===== config.mk =====
export PLATFORM = sky130hd
export DESIGN_NAME = axi4lite_cmd_master_flat
export DESIGN_NICKNAME = d
export VERILOG_FILES = /design/src/rtl/axi4lite_cmd_pkg.sv /design/src/rtl/rggen_axi4lite_if.sv /design/src/rtl/axi4lite_cmd_master.sv /design/src/flat_wrapper.sv
export SDC_FILE = /design/constraint.sdc
export NUM_CORES = 1
export LEC_CHECK = 0
export BUFFER_PORTS_ARGS = -buffer_cell sky130_fd_sc_hd__buf_2
export CAP_MARGIN = 25
export CORE_MARGIN = 2
export CORE_UTILIZATION = 49
export CTS_BUF_LIST = sky130_fd_sc_hd__clkbuf_4
export DETAILED_ROUTE_END_ITERATION = 12
export GPL_TIMING_DRIVEN = 0
export PLACE_DENSITY = 0.91
export SYNTH_ARGS = -nofsm -noshare
export SYNTH_HDL_FRONTEND = slang
export SYNTH_SLANG_ARGS = --single-unit

===== constraint.sdc =====
create_clock -name i_clk -period 2.4 [get_ports i_clk]
set_clock_uncertainty 0.2 [all_clocks]
set_input_delay 0.48 -clock i_clk [delete_from_list [all_inputs] [get_ports i_clk]]
set_output_delay 0.48 -clock i_clk [all_outputs]
set_load 0.01 [all_outputs]

===== src/rtl/axi4lite_cmd_pkg.sv =====
`default_nettype none
// ============================================================================
// Module      : axi4lite_cmd_pkg
// Description : Shared types and constants for the AXI4-Lite command master.
// Revision    : 1.0
// ============================================================================
package axi4lite_cmd_pkg;

    localparam int AXI4LITE_CMD_MAX_ADDRESS_WIDTH = 32;
    localparam int AXI4LITE_CMD_DATA_WIDTH        = 32;

    localparam logic [1:0] AXI4LITE_OKAY   = 2'b00;
    localparam logic [1:0] AXI4LITE_SLVERR = 2'b10;
    localparam logic [1:0] AXI4LITE_DECERR = 2'b11;

    typedef enum logic [2:0] {
        ST_IDLE       = 3'd0,
        ST_WRITE      = 3'd1,
        ST_WRITE_RESP = 3'd2,
        ST_READ_ADDR  = 3'd3,
        ST_READ_DATA  = 3'd4,
        ST_RESPONSE   = 3'd5
    } axi4lite_cmd_state_e;

    // Address is held at the widest supported size; the master drives only the low bits.
    typedef struct packed {
        logic                                      write;
        logic [AXI4LITE_CMD_MAX_ADDRESS_WIDTH-1:0] address;
        logic [AXI4LITE_CMD_DATA_WIDTH-1:0]        write_data;
        logic [AXI4LITE_CMD_DATA_WIDTH/8-1:0]      strobe;
    } axi4lite_cmd_t;

endpackage
`default_nettype wire


===== src/rtl/rggen_axi4lite_if.sv =====
`default_nettype none
// ============================================================================
// Module      : rggen_axi4lite_if
// Description : AXI4-Lite bundle shared by the command master and register blocks.
// Revision    : 1.0
// ============================================================================
interface rggen_axi4lite_if #(
    parameter int ID_WIDTH      = 0,
    parameter int ADDRESS_WIDTH = 16,
    parameter int BUS_WIDTH     = 32
);
    localparam int C_ID_W = (ID_WIDTH > 0) ? ID_WIDTH : 1;

    logic                     awvalid;
    logic                     awready;
    logic [C_ID_W-1:0]        awid;
    logic [ADDRESS_WIDTH-1:0] awaddr;
    logic [2:0]               awprot;
    logic                     wvalid;
    logic                     wready;
    logic [BUS_WIDTH-1:0]     wdata;
    logic [BUS_WIDTH/8-1:0]   wstrb;
    logic                     bvalid;
    logic                     bready;
    logic [C_ID_W-1:0]        bid;
    logic [1:0]               bresp;
    logic                     arvalid;
    logic                     arready;
    logic [C_ID_W-1:0]        arid;
    logic [ADDRESS_WIDTH-1:0] araddr;
    logic [2:0]               arprot;
    logic                     rvalid;
    logic                     rready;
    logic [C_ID_W-1:0]        rid;
    logic [BUS_WIDTH-1:0]     rdata;
    logic [1:0]               rresp;

    modport master (
        output awvalid, awid, awaddr, awprot, wvalid, wdata, wstrb, bready,
        output arvalid, arid, araddr, arprot, rready,
        input  awready, wready, bvalid, bid, bresp, arready, rvalid, rid, rdata, rresp
    );

    modport slave (
        input  awvalid, awid, awaddr, awprot, wvalid, wdata, wstrb, bready,
        input  arvalid, arid, araddr, arprot, rready,
        output awready, wready, bvalid, bid, bresp, arready, rvalid, rid, rdata, rresp
    );
endinterface
`default_nettype wire


===== src/rtl/axi4lite_cmd_master.sv =====
`default_nettype none
// ============================================================================
// Module      : axi4lite_cmd_master
// Description : Single-outstanding command/response port to AXI4-Lite master.
// Revision    : 1.0
// ============================================================================
module axi4lite_cmd_master
    import axi4lite_cmd_pkg::*;
#(
    parameter int ADDRESS_WIDTH  = 5,
    parameter int BUS_WIDTH      = 32,
    parameter int ID_WIDTH       = 0,
    parameter int TIMEOUT_CYCLES = 1024
) (
    input  logic                     i_clk,
    input  logic                     i_rst_n,
    input  logic                     i_cmd_valid,
    output logic                     o_cmd_ready,
    input  logic                     i_cmd_write,
    input  logic [ADDRESS_WIDTH-1:0] i_cmd_address,
    input  logic [BUS_WIDTH-1:0]     i_cmd_write_data,
    input  logic [BUS_WIDTH/8-1:0]   i_cmd_strobe,
    output logic                     o_rsp_valid,
    input  logic                     i_rsp_ready,
    output logic [BUS_WIDTH-1:0]     o_rsp_read_data,
    output logic [1:0]               o_rsp_status,
    output logic                     o_rsp_timeout,
    output logic                     o_busy,
    rggen_axi4lite_if.master         axi4lite_if
);

    localparam int C_CNT_W = (TIMEOUT_CYCLES > 0) ? $clog2(TIMEOUT_CYCLES + 1) : 1;
    localparam logic [C_CNT_W-1:0] C_TIMEOUT = C_CNT_W'(TIMEOUT_CYCLES);

    axi4lite_cmd_state_e  r_state;
    axi4lite_cmd_state_e  w_state_next;
    axi4lite_cmd_t        r_cmd;
    logic                 r_awvalid;
    logic                 r_wvalid;
    logic                 r_arvalid;
    logic [BUS_WIDTH-1:0] r_rsp_read_data;
    logic [1:0]           r_rsp_status;
    logic                 r_rsp_timeout;
    logic [C_CNT_W-1:0]   r_count;

    logic w_cmd_accept;
    logic w_active;
    logic w_expired;
    logic w_abort;
    logic w_b_hs;
    logic w_r_hs;
    logic w_unused_bits;

    assign w_cmd_accept = i_cmd_valid && (r_state == ST_IDLE);
    assign w_active     = (r_state == ST_WRITE) || (r_state == ST_WRITE_RESP) ||
                          (r_state == ST_READ_ADDR) || (r_state == ST_READ_DATA);
    assign w_expired    = (TIMEOUT_CYCLES != 0) && (r_count == C_TIMEOUT) && w_active;
    assign w_b_hs       = (r_state == ST_WRITE_RESP) && axi4lite_if.bvalid;
    assign w_r_hs       = (r_state == ST_READ_DATA) && axi4lite_if.rvalid;

    always_ff @(posedge i_clk or negedge i_rst_n) begin
        if (!i_rst_n) begin
            r_state <= ST_IDLE;
        end else begin
            r_state <= w_state_next;
        end
    end

    // Any handshake finishing this cycle takes priority over the watchdog.
    always_comb begin
        w_state_next = r_state;
        w_abort      = 1'b0;
        case (r_state)
            ST_IDLE: begin
                if (w_cmd_accept) begin
                    w_state_next = i_cmd_write ? ST_WRITE : ST_READ_ADDR;
                end
            end
            ST_WRITE: begin
                if ((!r_awvalid || axi4lite_if.awready) && (!r_wvalid || axi4lite_if.wready)) begin
                    w_state_next = ST_WRITE_RESP;
                end else if (w_expired) begin
                    w_state_next = ST_RESPONSE;
                    w_abort      = 1'b1;
                end
            end
            ST_WRITE_RESP: begin
                if (axi4lite_if.bvalid) begin
                    w_state_next = ST_RESPONSE;
                end else if (w_expired) begin
                    w_state_next = ST_RESPONSE;
                    w_abort      = 1'b1;
                end
            end
            ST_READ_ADDR: begin
                if (axi4lite_if.arready) begin
                    w_state_next = ST_READ_DATA;
                end else if (w_expired) begin
                    w_state_next = ST_RESPONSE;
                    w_abort      = 1'b1;
                end
            end
            ST_READ_DATA: begin
                if (axi4lite_if.rvalid) begin
                    w_state_next = ST_RESPONSE;
                end else if (w_expired) begin
                    w_state_next = ST_RESPONSE;
                    w_abort      = 1'b1;
                end
            end
            ST_RESPONSE: begin
                if (i_rsp_ready) begin
                    w_state_next = ST_IDLE;
                end
            end
            default: begin
                w_state_next = ST_IDLE;
            end
        endcase
    end

    always_ff @(posedge i_clk or negedge i_rst_n) begin
        if (!i_rst_n) begin
            r_cmd           <= '0;
            r_awvalid       <= 1'b0;
            r_wvalid        <= 1'b0;
            r_arvalid       <= 1'b0;
            r_rsp_read_data <= '0;
            r_rsp_status    <= AXI4LITE_OKAY;
            r_rsp_timeout   <= 1'b0;
            r_count         <= '0;
        end else if (w_cmd_accept) begin
            r_cmd.write      <= i_cmd_write;
            r_cmd.address    <= AXI4LITE_CMD_MAX_ADDRESS_WIDTH'(i_cmd_address);
            r_cmd.write_data <= i_cmd_write_data;
            r_cmd.strobe     <= i_cmd_strobe;
            r_awvalid        <= i_cmd_write;
            r_wvalid         <= i_cmd_write;
            r_arvalid        <= !i_cmd_write;
            r_count          <= '0;
        end else begin
            // Saturate so a late phase still sees the limit and aborts at once.
            if (w_active && (r_count != C_TIMEOUT)) begin
                r_count <= r_count + C_CNT_W'(1);
            end
            if (w_abort) begin
                r_awvalid       <= 1'b0;
                r_wvalid        <= 1'b0;
                r_arvalid       <= 1'b0;
                r_rsp_read_data <= '0;
                r_rsp_status    <= AXI4LITE_SLVERR;
                r_rsp_timeout   <= 1'b1;
            end else begin
                if (axi4lite_if.awready) begin
                    r_awvalid <= 1'b0;
                end
                if (axi4lite_if.wready) begin
                    r_wvalid <= 1'b0;
                end
                if (axi4lite_if.arready) begin
                    r_arvalid <= 1'b0;
                end
                if (w_b_hs) begin
                    r_rsp_read_data <= '0;
                    r_rsp_status    <= axi4lite_if.bresp;
                    r_rsp_timeout   <= 1'b0;
                end
                if (w_r_hs) begin
                    r_rsp_read_data <= axi4lite_if.rdata;
                    r_rsp_status    <= axi4lite_if.rresp;
                    r_rsp_timeout   <= 1'b0;
                end
            end
        end
    end

    assign axi4lite_if.awvalid = r_awvalid;
    assign axi4lite_if.awid    = '0;
    assign axi4lite_if.awaddr  = r_cmd.address[ADDRESS_WIDTH-1:0];
    assign axi4lite_if.awprot  = 3'b000;
    assign axi4lite_if.wvalid  = r_wvalid;
    assign axi4lite_if.wdata   = r_cmd.write_data;
    assign axi4lite_if.wstrb   = r_cmd.strobe;
    assign axi4lite_if.bready  = (r_state == ST_WRITE_RESP);
    assign axi4lite_if.arvalid = r_arvalid;
    assign axi4lite_if.arid    = '0;
    assign axi4lite_if.araddr  = r_cmd.address[ADDRESS_WIDTH-1:0];
    assign axi4lite_if.arprot  = 3'b000;
    assign axi4lite_if.rready  = (r_state == ST_READ_DATA);

    assign o_cmd_ready     = (r_state == ST_IDLE);
    assign o_busy          = (r_state != ST_IDLE);
    assign o_rsp_valid     = (r_state == ST_RESPONSE);
    assign o_rsp_read_data = r_rsp_read_data;
    assign o_rsp_status    = r_rsp_status;
    assign o_rsp_timeout   = r_rsp_timeout;

    assign w_unused_bits = ^{r_cmd.write, r_cmd.address, axi4lite_if.bid, axi4lite_if.rid};

endmodule
`default_nettype wire


===== src/flat_wrapper.sv =====
// flat-port wrapper written by rule: the top's interface ports become plain ports
module axi4lite_cmd_master_flat import axi4lite_cmd_pkg::*;
#(
    parameter int ADDRESS_WIDTH  = 5,
    parameter int BUS_WIDTH      = 32,
    parameter int ID_WIDTH       = 0,
    parameter int TIMEOUT_CYCLES = 1024
)
  (i_clk, i_rst_n, i_cmd_valid, o_cmd_ready, i_cmd_write, i_cmd_address, i_cmd_write_data, i_cmd_strobe, o_rsp_valid, i_rsp_ready, o_rsp_read_data, o_rsp_status, o_rsp_timeout, o_busy, axi4lite_if_awvalid, axi4lite_if_awid, axi4lite_if_awaddr, axi4lite_if_awprot, axi4lite_if_wvalid, axi4lite_if_wdata, axi4lite_if_wstrb, axi4lite_if_bready, axi4lite_if_arvalid, axi4lite_if_arid, axi4lite_if_araddr, axi4lite_if_arprot, axi4lite_if_rready, axi4lite_if_awready, axi4lite_if_wready, axi4lite_if_bvalid, axi4lite_if_bid, axi4lite_if_bresp, axi4lite_if_arready, axi4lite_if_rvalid, axi4lite_if_rid, axi4lite_if_rdata, axi4lite_if_rresp);
  rggen_axi4lite_if #(.ID_WIDTH(ID_WIDTH), .ADDRESS_WIDTH(ADDRESS_WIDTH), .BUS_WIDTH(BUS_WIDTH)) axi4lite_if_i ();
  input  logic i_clk;
  input  logic i_rst_n;
  input  logic i_cmd_valid;
  output logic o_cmd_ready;
  input  logic i_cmd_write;
  input  logic [ADDRESS_WIDTH-1:0] i_cmd_address;
  input  logic [BUS_WIDTH-1:0] i_cmd_write_data;
  input  logic [BUS_WIDTH/8-1:0] i_cmd_strobe;
  output logic o_rsp_valid;
  input  logic i_rsp_ready;
  output logic [BUS_WIDTH-1:0] o_rsp_read_data;
  output logic [1:0] o_rsp_status;
  output logic o_rsp_timeout;
  output logic o_busy;
  output wire logic [$bits(axi4lite_if_i.awvalid)-1:0] axi4lite_if_awvalid;
  output wire logic [$bits(axi4lite_if_i.awid)-1:0] axi4lite_if_awid;
  output wire logic [$bits(axi4lite_if_i.awaddr)-1:0] axi4lite_if_awaddr;
  output wire logic [$bits(axi4lite_if_i.awprot)-1:0] axi4lite_if_awprot;
  output wire logic [$bits(axi4lite_if_i.wvalid)-1:0] axi4lite_if_wvalid;
  output wire logic [$bits(axi4lite_if_i.wdata)-1:0] axi4lite_if_wdata;
  output wire logic [$bits(axi4lite_if_i.wstrb)-1:0] axi4lite_if_wstrb;
  output wire logic [$bits(axi4lite_if_i.bready)-1:0] axi4lite_if_bready;
  output wire logic [$bits(axi4lite_if_i.arvalid)-1:0] axi4lite_if_arvalid;
  output wire logic [$bits(axi4lite_if_i.arid)-1:0] axi4lite_if_arid;
  output wire logic [$bits(axi4lite_if_i.araddr)-1:0] axi4lite_if_araddr;
  output wire logic [$bits(axi4lite_if_i.arprot)-1:0] axi4lite_if_arprot;
  output wire logic [$bits(axi4lite_if_i.rready)-1:0] axi4lite_if_rready;
  input wire logic [$bits(axi4lite_if_i.awready)-1:0] axi4lite_if_awready;
  input wire logic [$bits(axi4lite_if_i.wready)-1:0] axi4lite_if_wready;
  input wire logic [$bits(axi4lite_if_i.bvalid)-1:0] axi4lite_if_bvalid;
  input wire logic [$bits(axi4lite_if_i.bid)-1:0] axi4lite_if_bid;
  input wire logic [$bits(axi4lite_if_i.bresp)-1:0] axi4lite_if_bresp;
  input wire logic [$bits(axi4lite_if_i.arready)-1:0] axi4lite_if_arready;
  input wire logic [$bits(axi4lite_if_i.rvalid)-1:0] axi4lite_if_rvalid;
  input wire logic [$bits(axi4lite_if_i.rid)-1:0] axi4lite_if_rid;
  input wire logic [$bits(axi4lite_if_i.rdata)-1:0] axi4lite_if_rdata;
  input wire logic [$bits(axi4lite_if_i.rresp)-1:0] axi4lite_if_rresp;
  assign axi4lite_if_awvalid = axi4lite_if_i.awvalid;
  assign axi4lite_if_awid = axi4lite_if_i.awid;
  assign axi4lite_if_awaddr = axi4lite_if_i.awaddr;
  assign axi4lite_if_awprot = axi4lite_if_i.awprot;
  assign axi4lite_if_wvalid = axi4lite_if_i.wvalid;
  assign axi4lite_if_wdata = axi4lite_if_i.wdata;
  assign axi4lite_if_wstrb = axi4lite_if_i.wstrb;
  assign axi4lite_if_bready = axi4lite_if_i.bready;
  assign axi4lite_if_arvalid = axi4lite_if_i.arvalid;
  assign axi4lite_if_arid = axi4lite_if_i.arid;
  assign axi4lite_if_araddr = axi4lite_if_i.araddr;
  assign axi4lite_if_arprot = axi4lite_if_i.arprot;
  assign axi4lite_if_rready = axi4lite_if_i.rready;
  assign axi4lite_if_i.awready = axi4lite_if_awready;
  assign axi4lite_if_i.wready = axi4lite_if_wready;
  assign axi4lite_if_i.bvalid = axi4lite_if_bvalid;
  assign axi4lite_if_i.bid = axi4lite_if_bid;
  assign axi4lite_if_i.bresp = axi4lite_if_bresp;
  assign axi4lite_if_i.arready = axi4lite_if_arready;
  assign axi4lite_if_i.rvalid = axi4lite_if_rvalid;
  assign axi4lite_if_i.rid = axi4lite_if_rid;
  assign axi4lite_if_i.rdata = axi4lite_if_rdata;
  assign axi4lite_if_i.rresp = axi4lite_if_rresp;
  axi4lite_cmd_master #(.ADDRESS_WIDTH(ADDRESS_WIDTH), .BUS_WIDTH(BUS_WIDTH), .ID_WIDTH(ID_WIDTH), .TIMEOUT_CYCLES(TIMEOUT_CYCLES)) u_core (.i_clk(i_clk), .i_rst_n(i_rst_n), .i_cmd_valid(i_cmd_valid), .o_cmd_ready(o_cmd_ready), .i_cmd_write(i_cmd_write), .i_cmd_address(i_cmd_address), .i_cmd_write_data(i_cmd_write_data), .i_cmd_strobe(i_cmd_strobe), .o_rsp_valid(o_rsp_valid), .i_rsp_ready(i_rsp_ready), .o_rsp_read_data(o_rsp_read_data), .o_rsp_status(o_rsp_status), .o_rsp_timeout(o_rsp_timeout), .o_busy(o_busy), .axi4lite_if(axi4lite_if_i));
endmodule

== Word level (Yosys, flattened, before mapping) ==
Cells that the tools add are included.

* Input bits: 89
* Flip-flop bits (word level): 93
* Logic and storage cells: 80
* Output and inout port bits: 97

* Mux-type cells: 35
* Add/sub/neg operators: 1
* Eq/ne operators: 9
* Bitwise operators: 1
* Reduce and logical (&&, ||, !) cells: 23

{| class="wikitable"
|+ Operators by type and width
! kind !! number
|-
| $mux W32 || 3
|-
| $mux W11 || 2
|-
| $mux W3 || 7
|-
| $pmux W3 S6 || 1
|-
| $mux W1 || 17
|-
| $reduce_bool A3 Y1 || 5
|-
| $add A11 B1 Y11 const B || 1
|-
| $eq A11 B11 Y1 const B || 1
|-
| $ne A11 B11 Y1 const B || 1
|-
| $mux W2 || 4
|-
| $eq A3 B2 Y1 const B || 2
|-
| $eq A3 B3 Y1 const B || 2
|-
| $logic_and A1 B1 Y1 || 6
|-
| $logic_or A1 B1 Y1 || 5
|-
| $ne A2 B1 Y1 const B || 2
|-
| $pmux W1 S4 || 1
|-
| $reduce_and A2 Y1 || 2
|-
| $eq A3 B1 Y1 const B || 1
|-
| $logic_not A1 Y1 || 3
|-
| $logic_not A3 Y1 || 1
|-
| $reduce_bool A2 Y1 || 1
|-
| $not A1 Y1 || 1
|}

== Longest topological paths before layout ==
Gate-level depths: netlist of run 1.

* Word-level depth: 10
* Mapped depth: 9
* Gate-level depth less buffers: 7

== Worst setup path after synthesis of run 1 ==
Ideal clock, no wire load.

* Kind: reg2reg
* Start: reg u_core.r_state[0]
* End: reg u_core.r_cmd, in the netlist u_core.axi4lite_if.araddr[0]
* Clock period less this slack: 1.960 ns
* Slack: 0.440 ns
* Cell stages (with the launch flop): 10
* Path buffers: 4
* Library setup time: 0.117 ns
* Data required time: 2.083 ns
* Data arrival time: 1.644 ns
* Path through: dfrtp_1 -> buf_6 -> or3_1 -> buf_4 -> inv_2 -> nand2_1 -> buf_2 -> clkbuf_1 -> nand2_1 -> nand2_1

* Cells in the longest elaborated chain, start to end: 2

{| class="wikitable"
|+ RTL lines
! element !! RTL line !! text
|-
| start, declared || axi4lite_cmd_master.sv:35 || <nowiki>axi4lite_cmd_state_e r_state;</nowiki>
|-
| start signal, assigned || axi4lite_cmd_master.sv:65 || <nowiki>r_state <= w_state_next;</nowiki>
|-
| $logic_not A3 Y1 || -- ||
|-
| named net o_cmd_ready || flat_wrapper.sv:14 || <nowiki>output logic o_cmd_ready;</nowiki>
|-
| $logic_and A1 B1 Y1 || axi4lite_cmd_master.sv:54 || <nowiki>assign w_cmd_accept = i_cmd_valid && (r_state == ST_IDLE);</nowiki>
|-
| end, declared || axi4lite_cmd_master.sv:37 || <nowiki>axi4lite_cmd_t r_cmd;</nowiki>
|}

The timed path passes the listed nets, and every way through them passes these cells.
A chain may end at the register's enable or synchronous reset.

== Worst setup path in the final report of run 1 ==
* Start: reg u_core.r_state[0]
* End: out o_cmd_ready

* Cells in the longest elaborated chain, start to end: 1

{| class="wikitable"
|+ RTL lines
! element !! RTL line !! text
|-
| $logic_not A3 Y1 || axi4lite_cmd_master.sv:191 || <nowiki>assign o_cmd_ready = (r_state == ST_IDLE);</nowiki>
|-
| end, declared || flat_wrapper.sv:14 ||
|}

No other way between the ends.

==> results.yml, run 1 <==
cells_and_area:
  area_growth_pct: 33.5
  fin_nets: 769
  stdcell_area_um2: 5590
  n_antenna_cell: 0
  multiInputGateArea_um2: 1600
  layout_common_cells: "201 x nand2_1, 183 x buf_2, 93 x dfrtp_1, 30 x o21ai_1, 19 x buf_4"
  layout-drive-gt1-share_pct: 34.1
  n_fill_cell: 641
  regArea_um2: 2330
  postLayoutCoreUtil_pct: 67.7
  final_common_cell: "nand2_1"
cts:
  root_buffer: "clkbuf_4"
  cts_max_level: 3
  cts_tree: "yes"
  insertion_delay_ns: 0.43
  cts.sinks: 93
  cts.path.max_buffers: 2
  clkTransAtPathRegs_ns: 0.17
  cts_buffers: 9
drt:
  vias_per_cell: 5.01
  drc: 0
  drt_iter0_markers: 195
  wirelength_um: 11100
  ant_nets: 0
  num_vias: 3949
  firstDrtPassIters: 4
  wire_per_inst_um: 14.1
synthesis:
  yosysWarnings: 0
  synthFlopType: "dfrtp_1"
  synth_compound_area_share_pct: 9.06
  yosys-top-cells-area: "dfrtp_1 56%, nand2_1 18%, o21ai_1 3.6%"
  postSynthCellCount: 463
  postSynth.asyncResetShare_pct: 100
  ys_types: 47
  synth-simple-area-share_pct: 26.0
  synth_xor_area_share_pct: 1.26
  ys_ff_latch: 93
  synth-edff-count: 0
  muxShareOfSynthArea_pct: 0.717
  synth_top_area_share_pct: 55.6
  syn_area_um2: 4190
  ys_seq_area_share_pct: 55.6
  synth.avg_cell_area_um2: 9.04
  yosysTopAreaCell: "dfrtp_1"
  synth_top_family_by_area: "simple AND/OR/NAND/NOR gates"
  synth_fa_ha_area_share_pct: 0.598
timing:
  fin_crit_sh_pct: 97.2
  setup-violations-final: 0
  hold_violations: 0
  slew_headroom_pct: 63.3
  rsz0062_at_grt: "no"
  holdWs_ns: 0.0207
  drv_slew: 0
  finalCriticalPeriod_ns: 2.33
  fmax_mhz: 428
  tightestPinTransition_ns: 0.551
  worst_slack_ns: 0.0660
placement:
  dpl_cell_area_um2: 5250
  place_ws_ns: 0.135
  numPortBuffers: 175
  dp_hpwl_um: 8360
  place.gp.congestion: 0.866
critical_path:
  worst-setup-path-type: "reg -> out"
  r2r_setup_slack_ns: 0.17
  cp.required_ns: 1.72
  crit_arrival_ns: 1.65
  cp-start-kind: "flop"
  crit_fanout: 3
  critPathCaptureType: "output port"
grt:
  grt_max_degree: 54
  antenna_found_initial: 0
  grt_overflow: 0
  grt_pass1_wl_um: 16800
  grt.total_usage_pct: 23.4
  grt_pass1_vias: 3631
status:
  status: "finished clean"
floorplanning:
  pin_count: 186
  coreArea_um2: 8260
  rows: 33
  die_w_um: 96.4
  floorplan.die_area_um2: 9300
  die_y_um: 96.4
  start_util_pct: 50.7
power:
  vdd_drop_max_mv: 0.639
  p_leak_nw: 3.10
  fin_total_pwr_mw: 6.17
  power_density_nw_per_um2: 1100
job:
  cap_violations: 0
hold_path:
  hold_class: "in -> reg"
==> logic make-up (layout without fill, tap and decap cells) <==
logic type	count (synthesis)	count (layout)
compound gates	57	57
xor+xnor	6	6
buf+inv	45	258
fa+ha+maj	2	2
other cells	1	8
simple gates	256	256
flops	93	93
mux	3	3
==> worst paths after layout <==
path / startpoint / to / cells past startpoint
max: u_core.r_state[0] / o_cmd_ready / 5
min: i_cmd_write_data[18] / u_core.axi4lite_if.wdata[18] / 3
max reg2reg: u_core.r_state[0] / u_core.o_rsp_read_data[26] / 8
max in group asynchronous: i_rst_n / u_core.r_count[7] / 3
min in group asynchronous: i_rst_n / u_core.o_rsp_read_data[3] / 2
min reg2reg: u_core.axi4lite_if.wdata[4] / u_core.axi4lite_if.wdata[4] / 2
==> worst max-delay path, stage by stage (launching register included) <==
cell and delay [ns]:
dfrtp_1 0.42, buf_6 0.12, or3_1 0.38, buf_6 0.13
inv_2 0.05, buf_2 0.12
==> synthesized netlist by cell type (all sizes together) (4+ instances only) <==
library cell,count
inv,6
dfrtp,93
nand2,202
or3,4
clkbuf,9
and4,4
xor2,5
nor2,18
o21ai,39
buf,30
and3,4
nand3,6
==> sequential cells by signal (all words and copies together) (netlist names) <==
signal / cells
u_core.axi4lite_if.wdata: 32
u_core.r_state: 3
u_core.axi4lite_if.araddr: 5
u_core.axi4lite_if.awvalid: 1
u_core.axi4lite_if.wstrb: 4
u_core.axi4lite_if.wvalid: 1
u_core.r_count: 11
u_core.axi4lite_if.arvalid: 1
u_core.o_rsp_read_data: 32
u_core.o_rsp_timeout: 1
u_core.o_rsp_status: 2
==> final cells by class <==
class	instances	area share [%]
inverter	6	0.403
sequential	93	41.6
clock buffer	9	1.21
multi-input combinational	332	28.7
tap	105	2.35
timing repair buffer	197	19.8
buffer	39	4.70
clock inverter	7	1.21
==> per-stage QoR <==
stage,instances,setup TNS [ns]
after floorplan,470,0
after CTS,785,0
after detailed placement,751,0
after global placement,750,-13.79
after global routing,788,0
final,788,0
==> metal layers <==
| metal | GRT usage (%) | wire length [µm] | vias to the layer above |
|---|---|---|---|
| met5 | 0 | 0 | - |
| met4 | 7.39 | 158 | 0 |
| met3 | 3.80 | 731 | 14 |
| met2 | 42.4 | 5630 | 151 |
| met1 | 28.7 | 4610 | 1875 |
| li1 | - | - | 1909 |
==> what timing repair did <==
| item | 4_1_cts | 5_1_grt |
|---|---|---|
| setup endpoints to repair | 2 | 1 |
| hold buffers | 16 | 1 |
| gates resized for setup | 1 | 0 |
| hold endpoints to repair | 55 | 1 |
| setup buffers | 2 | 2 |
==> power breakdown <==
part / internal, mW / leakage (nW) / switching, mW / total, mW
Sequential: 2.17 / 1.19 / 0.368 / 2.54
Clock: 0.241 / 0.0760 / 0.568 / 0.809
Combinational: 1.20 / 1.83 / 1.62 / 2.82
Total: 3.60 / 3.10 / 2.56 / 6.17
Power figures use the tool's default switching activity.
==> run 2: changes to the inputs <==
--- a/config.mk
+++ b/config.mk
@@ -15,2 +15,3 @@
 export PLACE_DENSITY = 0.91
+export RECOVER_POWER = 50
 export SYNTH_ARGS = -nofsm -noshare
==> constraint.sdc (replaced) <==
create_clock -name i_clk -period 2.4 [get_ports i_clk]
set_clock_uncertainty 0.2 [all_clocks]
set_input_delay 0.36 -clock i_clk [delete_from_list [all_inputs] [get_ports i_clk]]
set_output_delay 0.36 -clock i_clk [all_outputs]
set_load 0.01 [all_outputs]
==> run 2 against run 1 <==
  * Global-route usage rose by 4.9 points
  * Sequential power is essentially flat
  * Count of clock-buffer cells in the layout is the same
  * Combinational power hardly changed
  * Critical path depth is the same
  * Fmax rose by 1.4%
  * Final area increased by 8.8%
  * Routed wire length grew 19%
  * Clock power up 1%
  * Non-clock buffer count increased by 54
  * Highest routed layer unchanged
==> results.yml, run 2 (synthesized netlist as in run 1, its figures left out) <==
cts:
  hold_buffers: 75
  root_buffer: "clkbuf_4"
  cts.sinks: 93
  cts_max_level: 3
  ctsResizeCount: 0
  cts_tree: "yes"
  clkTransAtPathRegs_ns: 0.15
  cts.path.max_buffers: 2
  cts_buffers: 9
  postCtsSetupBuffers: 0
  insertion_delay_ns: 0.43
drt:
  ant_nets: 0
  wirelength_um: 13300
  vias_per_cell: 5.19
  drt_iter0_markers: 278
  num_vias: 4374
  wire_per_inst_um: 15.7
  drc: 0
  firstDrtPassIters: 5
timing:
  slew_headroom_pct: 29.1
  drv_slew: 0
  tns_ns: 0
  tightestPinTransition_ns: 1.06
  hold_violations: 0
  fmax_mhz: 434
  setup-violations-final: 0
  fin_crit_sh_pct: 95.9
  finalCriticalPeriod_ns: 2.30
  rsz0062_at_grt: "no"
cells_and_area:
  fin_nets: 823
  layout-drive-gt1-share_pct: 25.1
  layout.cells.non_filler: 842
  area_growth_pct: 45.2
  regArea_um2: 2330
  n_antenna_cell: 0
  final_common_cell: "nand2_1"
  multiInputGateArea_um2: 1600
  layout_common_cells: "201 x nand2_1, 139 x buf_2, 93 x dfrtp_1, 75 x dlygate4sd3_1, 53 x clkbuf_1"
  stdcell_area_um2: 6080
  n_fill_cell: 555
grt:
  antenna_found_initial: 0
  grt_pass1_wl_um: 20100
  grt_max_degree: 54
  grt_overflow: 0
  grt_pass1_vias: 4210
  grt.total_usage_pct: 28.4
floorplanning:
  start_util_pct: 50.7
  rows: 33
  coreArea_um2: 8260
  die_w_um: 96.4
  floorplan.die_area_um2: 9300
  pin_count: 186
  die_y_um: 96.4
critical_path:
  critPathCaptureType: "output port"
  crit_arrival_ns: 1.74
  cp-start-kind: "flop"
  crit_fanout: 10
  worst-setup-path-type: "reg -> out"
  cp.required_ns: 1.84
power:
  p_leak_nw: 3.17
  fin_total_pwr_mw: 6.22
  vdd_drop_max_mv: 0.600
  power_density_nw_per_um2: 1020
status:
  status: "finished clean"
placement:
  place.gp.congestion: 0.866
  place_inst: 751
  dpl_cell_area_um2: 5250
  dp_hpwl_um: 8360
  numPortBuffers: 175
hold_path:
  hold_class: "in -> reg"
job:
  cap_violations: 0
==> run 2: worst paths after layout <==
path,slack (ns),startpoint,end,cells past startpoint
worst min register to register,0.30,u_core.axi4lite_if.wdata[17],u_core.axi4lite_if.wdata[17],2
worst min-delay path,0.04,axi4lite_if_bresp[1],u_core.o_rsp_status[1],3
min in group asynchronous,0.42,i_rst_n,u_core.o_rsp_read_data[3],2
worst max register to register,0.16,u_core.r_state[1],u_core.o_rsp_read_data[18],7
max in group asynchronous,0.78,i_rst_n,u_core.r_count[7],3
worst max-delay path,0.1,u_core.r_state[0],o_cmd_ready,5
==> run 2: metrics by stage <==
| step | hold slack, ns | worst slack, ns | util (%) |
|---|---|---|---|
| global route | 0.0505 | 0.0210 | 73.6 |
| floorplan | -0.136 | 0.440 | - |
| CTS | 0.00452 | 0.0705 | 74.3 |
| finish | 0.0353 | 0.0984 | 73.6 |
| detailed placement | 0.173 | 0.230 | 63.6 |
| global placement | 0.254 | -0.0338 | 63.2 |
==> run 2: layer usage <==
layer,global-route usage [%],wire length [µm],vias to the layer above
li1,-,-,2018
met1,32.8,5160,2082
met2,51.3,6740,247
met3,6.21,1090,27
met4,10.8,254,0
met5,0,0,-
==> run 2: where the power goes <==
group | internal [mW] | switching, mW | leakage [nW]
clock network | 0.241 | 0.577 | 0.0760
registers | 2.17 | 0.398 | 1.19
logic | 1.14 | 1.70 | 1.90
total | 3.55 | 2.67 | 3.17
==> run 2: final cells by class <==
cell class / instances / share of cell area, %
flip-flops and latches: 93 / 38.3
clock inverters: 7 / 1.11
inverters: 6 / 0.371
clock buffers: 9 / 1.11
repair buffers: 251 / 26.3
multi-input cells: 332 / 26.4
plain buffers: 39 / 4.26
well taps: 105 / 2.16
==> run 2: critical path, stage by stage, from the launching register on <==
cell and delay [ns]:
dfrtp_1 0.44, buf_6 0.16, or3_1 0.37, buf_4 0.17, inv_2 0.06, buf_2 0.12
